--- src/rtl/pingpong_buf.sv ---
// Two-bank ping-pong block buffer. The producer fills one bank while the
// consumer drains the other, and the banks swap when a block completes.
// Optional feature macro: PPBUF_ERR_EN adds the sticky wr_overflow and
// rd_underflow flags. In the default build those ports and flags are absent.
module pingpong_buf #(
  parameter int unsigned DATA_WIDTH = 16,
  parameter int unsigned ADDR_WIDTH = 3
) (
  input  logic                  clk,
  input  logic                  reset,
  input  logic                  wr_en,
  input  logic [DATA_WIDTH-1:0] wr_data,
  input  logic                  wr_last,
  output logic                  wr_ready,
  input  logic                  rd_en,
  output logic                  rd_ready,
  output logic [DATA_WIDTH-1:0] rd_data,
  output logic                  rd_valid,
  output logic                  rd_last,
  output logic [ADDR_WIDTH:0]   rd_len
`ifdef PPBUF_ERR_EN
  ,
  output logic                  wr_overflow,
  output logic                  rd_underflow
`endif
);

  localparam int unsigned Depth = 1 << ADDR_WIDTH;

  typedef enum logic [1:0] {StEmpty, StFilling, StFull, StDraining} bank_st_e;

  bank_st_e                st_q [2];
  bank_st_e                st_d [2];
  logic [ADDR_WIDTH:0]     len_q [2];
  logic                    wr_bank_q, rd_bank_q;
  logic [ADDR_WIDTH-1:0]   wr_ptr_q, rd_ptr_q;
  logic [DATA_WIDTH-1:0]   mem [2*Depth];
  logic [DATA_WIDTH-1:0]   rd_data_q;
  logic                    rd_valid_q, rd_last_q;

  logic wr_acc, rd_acc, wr_is_last, rd_is_last;

  // Handshake decode from registered state only, so there is no same-cycle bypass.
  always_comb begin
    wr_ready   = (st_q[wr_bank_q] == StEmpty) || (st_q[wr_bank_q] == StFilling);
    rd_ready   = (st_q[rd_bank_q] == StFull) || (st_q[rd_bank_q] == StDraining);
    wr_acc     = wr_en && wr_ready;
    rd_acc     = rd_en && rd_ready;
    // A block also ends automatically when the bank reaches capacity.
    wr_is_last = wr_last || (wr_ptr_q == {ADDR_WIDTH{1'b1}});
    rd_is_last = ({1'b0, rd_ptr_q} == (len_q[rd_bank_q] - {{ADDR_WIDTH{1'b0}}, 1'b1}));
    rd_len     = rd_ready ? len_q[rd_bank_q] : '0;
  end

  // Per-bank next state. The writer and the reader never own the same
  // non-empty bank, so both updates can be applied in the same cycle.
  always_comb begin
    for (int b = 0; b < 2; b++) begin
      st_d[b] = st_q[b];
      if (wr_acc && (wr_bank_q == 1'(b))) begin
        st_d[b] = wr_is_last ? StFull : StFilling;
      end
      if (rd_acc && (rd_bank_q == 1'(b))) begin
        st_d[b] = rd_is_last ? StEmpty : StDraining;
      end
    end
  end

  // Bank state, lengths, bank selects and pointers.
  always_ff @(posedge clk) begin
    if (reset) begin
      for (int b = 0; b < 2; b++) begin
        st_q[b]  <= StEmpty;
        len_q[b] <= '0;
      end
      wr_bank_q <= 1'b0;
      rd_bank_q <= 1'b0;
      wr_ptr_q  <= '0;
      rd_ptr_q  <= '0;
    end else begin
      for (int b = 0; b < 2; b++) begin
        st_q[b] <= st_d[b];
      end
      if (wr_acc) begin
        if (wr_is_last) begin
          len_q[wr_bank_q] <= {1'b0, wr_ptr_q} + {{ADDR_WIDTH{1'b0}}, 1'b1};
          wr_bank_q        <= ~wr_bank_q;
          wr_ptr_q         <= '0;
        end else begin
          wr_ptr_q <= wr_ptr_q + 1'b1;
        end
      end
      if (rd_acc) begin
        if (rd_is_last) begin
          rd_bank_q <= ~rd_bank_q;
          rd_ptr_q  <= '0;
        end else begin
          rd_ptr_q <= rd_ptr_q + 1'b1;
        end
      end
    end
  end

  // Data storage. Reset does not clear it because stale words become unreachable.
  always_ff @(posedge clk) begin
    if (wr_acc) begin
      mem[{wr_bank_q, wr_ptr_q}] <= wr_data;
    end
  end

  // Registered read port with one cycle of latency. rd_data holds between reads.
  always_ff @(posedge clk) begin
    if (reset) begin
      rd_data_q  <= '0;
      rd_valid_q <= 1'b0;
      rd_last_q  <= 1'b0;
    end else begin
      rd_valid_q <= rd_acc;
      rd_last_q  <= rd_acc && rd_is_last;
      if (rd_acc) begin
        rd_data_q <= mem[{rd_bank_q, rd_ptr_q}];
      end
    end
  end

  assign rd_data  = rd_data_q;
  assign rd_valid = rd_valid_q;
  assign rd_last  = rd_last_q;

`ifdef PPBUF_ERR_EN
  logic wr_ovf_q, rd_unf_q;

  // Sticky error flags. They record dropped requests and clear only on reset.
  always_ff @(posedge clk) begin
    if (reset) begin
      wr_ovf_q <= 1'b0;
      rd_unf_q <= 1'b0;
    end else begin
      if (wr_en && !wr_ready) wr_ovf_q <= 1'b1;
      if (rd_en && !rd_ready) rd_unf_q <= 1'b1;
    end
  end

  assign wr_overflow  = wr_ovf_q;
  assign rd_underflow = rd_unf_q;
`endif

endmodule

--- config.mk ---
export PLATFORM = sky130hd
export DESIGN_NAME = pingpong_buf
export DESIGN_NICKNAME = d
export VERILOG_FILES = /design/src/rtl/pingpong_buf.sv
export SDC_FILE = /design/constraint.sdc
export NUM_CORES = 1
export LEC_CHECK = 0
export BUFFER_PORTS_ARGS = -buffer_cell sky130_fd_sc_hd__buf_2
export CAP_MARGIN = 20
export CORE_MARGIN = 2
export CORE_UTILIZATION = 30
export CTS_CLUSTER_SIZE = 8
export DETAILED_ROUTE_END_ITERATION = 8
export GPL_TIMING_DRIVEN = 0
export SLEW_MARGIN = 20
export SYNTH_ARGS = -nofsm -noshare
export SYNTH_HDL_FRONTEND = slang
export SYNTH_SLANG_ARGS = --single-unit
export TNS_END_PERCENT = 10
--- constraint.sdc ---
create_clock -name clk -period 6.4 [get_ports clk]
set_clock_uncertainty 0.1 [all_clocks]
set_input_delay 1.92 -clock clk [delete_from_list [all_inputs] [get_ports clk]]
set_output_delay 1.92 -clock clk [all_outputs]
set_load 0.02 [all_outputs]
==> impl_metrics.yaml <==
sta:
  maxSlewViolCount: 0
  hold_viol: 0
  slew_headroom_pct: 26.3
  worst_slew_pin_slew_ns: 1.11
  fin_crit_sh_pct: 57.1
  rsz0062_at_grt: "no"
  fmax_ghz: 0.273
  whs_ns: 0.400
  setup_slack_ns: 2.74
  setup_violations: 0
  post-route-min-period_ns: 3.66
  finalSetupTns_ns: 0
floorplan:
  die_y_um: 201
  io_pins: 45
  row_count: 72
  die-area_um2: 40500
  core_area_um2: 38600
  start_util_pct: 30.3
  die_w_um: 201
synthesis:
  synth_cells: 651
  synth-warning-count: 0
  synthFlopType: "edfxtp_1"
  synth-edff-count: 266
  synth-seq-area-share_pct: 73.2
  synth_nets: 679
  synth_seq_cells: 294
  netlist_area_um2: 11700
  syn_avg_cell_area_um2: 17.9
  synth_cell_types: 42
  synthArstFlopShare_pct: 0
clocking:
  cts_tree: "built"
  path_clk_slew_ns: 0.05
  cts_buffers: 42
  cts_hold_buffers: 0
  clock_tree.root_cell: "clkbuf_16"
  cts.repair.resized: 0
  cts.path.max_buffers: 3
  cts_setup_buffers: 0
  worst_skew_pair.late_latency_ns: 0.52
  clock_sinks: 294
  htreeDepth: 2
global_route:
  grtUsageTotal_pct: 12.9
  grt_start_max_net_pins: 17
  grt_pass1_vias: 6256
  antenna_found_initial: 0
  grt_overflow_total: 0
  grt_first_pass_wirelength_um: 39100
worst_setup_path:
  arrival_ns: 1.64
  r2r_setup_slack_ns: 3.55
  cp-end-kind: "primary output"
  critPathMaxFanout: 7
  crit_path_start_kind: "flop"
  worstSetupPathType: "reg -> out"
  required_ns: 4.38
layout:
  synthToLayoutAreaGrowth_pct: 17.9
  drive_gt1_share_pct: 23.5
  nFillCells: 3660
  final_util_pct: 35.7
  nets: 767
  postLayoutCellArea_um2: 13800
  num_antenna_cells: 0
  final_cell_mix: "266 x edfxtp_1, 51 x buf_2, 48 x clkbuf_1"
  layout_commonest_cell: "edfxtp_1"
  stdcell_count: 1289
worst_hold_path:
  min_path_type: "reg -> reg"
outcome:
  status: "finished, final reports clean"
routing:
  wl_per_cell_um: 20.3
  vias: 6115
  drt_iter0_drc: 413
  post_drt_via_cell_ratio: 4.74
  wl_um: 26100
  postRouteAntennaNets: 0
  drc: 0
  firstDrtPassIters: 5
placed_design:
  dp_cells: 1213
  dpl_cell_area_um2: 12500
  port_buffers: 44
  hpwl_um: 16500
  finalWeightedCongestion: 0.770
  dp_slack_ns: 2.26
power:
  p_comb_share_pct: 7.1
  power_density_nw_per_um2: 327
  clock_power_share_pct: 45.0
  power.total_mw: 4.50
  leakagePower_nw: 4.46
  swShare_pct: 21.7
  power.switching_uw: 978
  p_int_mw: 3.52
  p_seq_share_pct: 47.9
  vdd_drop_max_mv: 0.178
run:
  cap_violations: 0
cells by family (layout without fill, tap and decap cells):
family          count (synthesis)  count (layout)  synth area share [%]
buf+inv                        38             158                  1.75
simple gates                   90              90                  4.21
xor+xnor                        6               6                 0.450
mux                           120             120                  14.3
compound gates                 96              96                  5.39
flops                         294             294                  73.2
fa+ha+maj                       7               7                 0.750
state kept, by name (all words and copies together) (netlist names), named ones only:
name       flops
len_q          8
mem          256
rd_bank_q      1
rd_data       16
rd_last        1
rd_ptr_q       3
rd_valid       1
st_q           2
wr_bank_q      1
wr_ptr_q       3
path summary, 6_finish.rpt:
kind                            cells after the start       start         end
worst min-delay path                                1  rd_data[3]  rd_data[3]
worst max-delay path                                4        flop   rd_len[2]
worst min register to register                      1  rd_data[3]  rd_data[3]
worst max register to register                      4  st_q[1][1]  mem[14][5]
critical path: stages, from the launching register on:
cell	delay, ns
dfxtp_1	0.30
buf_4	0.16
mux2i_2	0.40
nor2_1	0.09
buf_2	0.17
area by class of cell:
class / instances / area (µm²) / share of cell area [%]
timing repair buffer: 44 / 220 / 1.60
clock inverter: 2 / 32.5 / 0.236
buffer: 34 / 189 / 1.37
clock buffer: 74 / 1190 / 8.66
sequential: 294 / 8550 / 62.1
inverter: 4 / 15.0 / 0.109
multi-input combinational: 319 / 2930 / 21.3
tap: 518 / 648 / 4.71
power by group through the flow:
stage	logic [mW]	registers (mW)	clock network, mW
2_1_floorplan	0.210	2.19	0
3_3_place_gp	0.320	2.19	0
3_5_place_dp	0.324	2.19	0
4_1_cts	0.325	2.15	2.06
5_1_grt	0.349	2.15	2.15
6_report	0.320	2.15	2.03
Yosys cell counts, drive strengths merged (9+ instances only):
library cell / instances / share of area, %
dfxtp: 28 / 4.8
and2: 9 / 0.48
o21ai: 21 / 0.90
buf: 17 / 1.1
nand2: 9 / 0.35
edfxtp: 266 / 68
clkbuf: 17 / 0.55
a21oi: 23 / 0.99
and3: 14 / 0.75
mux2: 50 / 4.8
nor2: 19 / 0.67
o21bai: 16 / 1.0
mux2i: 38 / 3.3
nor3: 21 / 1.0
a221o: 16 / 1.4
o22ai: 16 / 0.86
mux4: 32 / 6.2
layer usage:
metal  part of all wire (%)  GRT usage, %  up-vias
met5                      0             0        -
li1                       -             -     2805
met2                     52          23.0      118
met4                    1.7          3.89        0
met1                     43          16.1     3161
met3                    3.1          1.86       31
No activity file was read; power rests on OpenSTA's default activity.
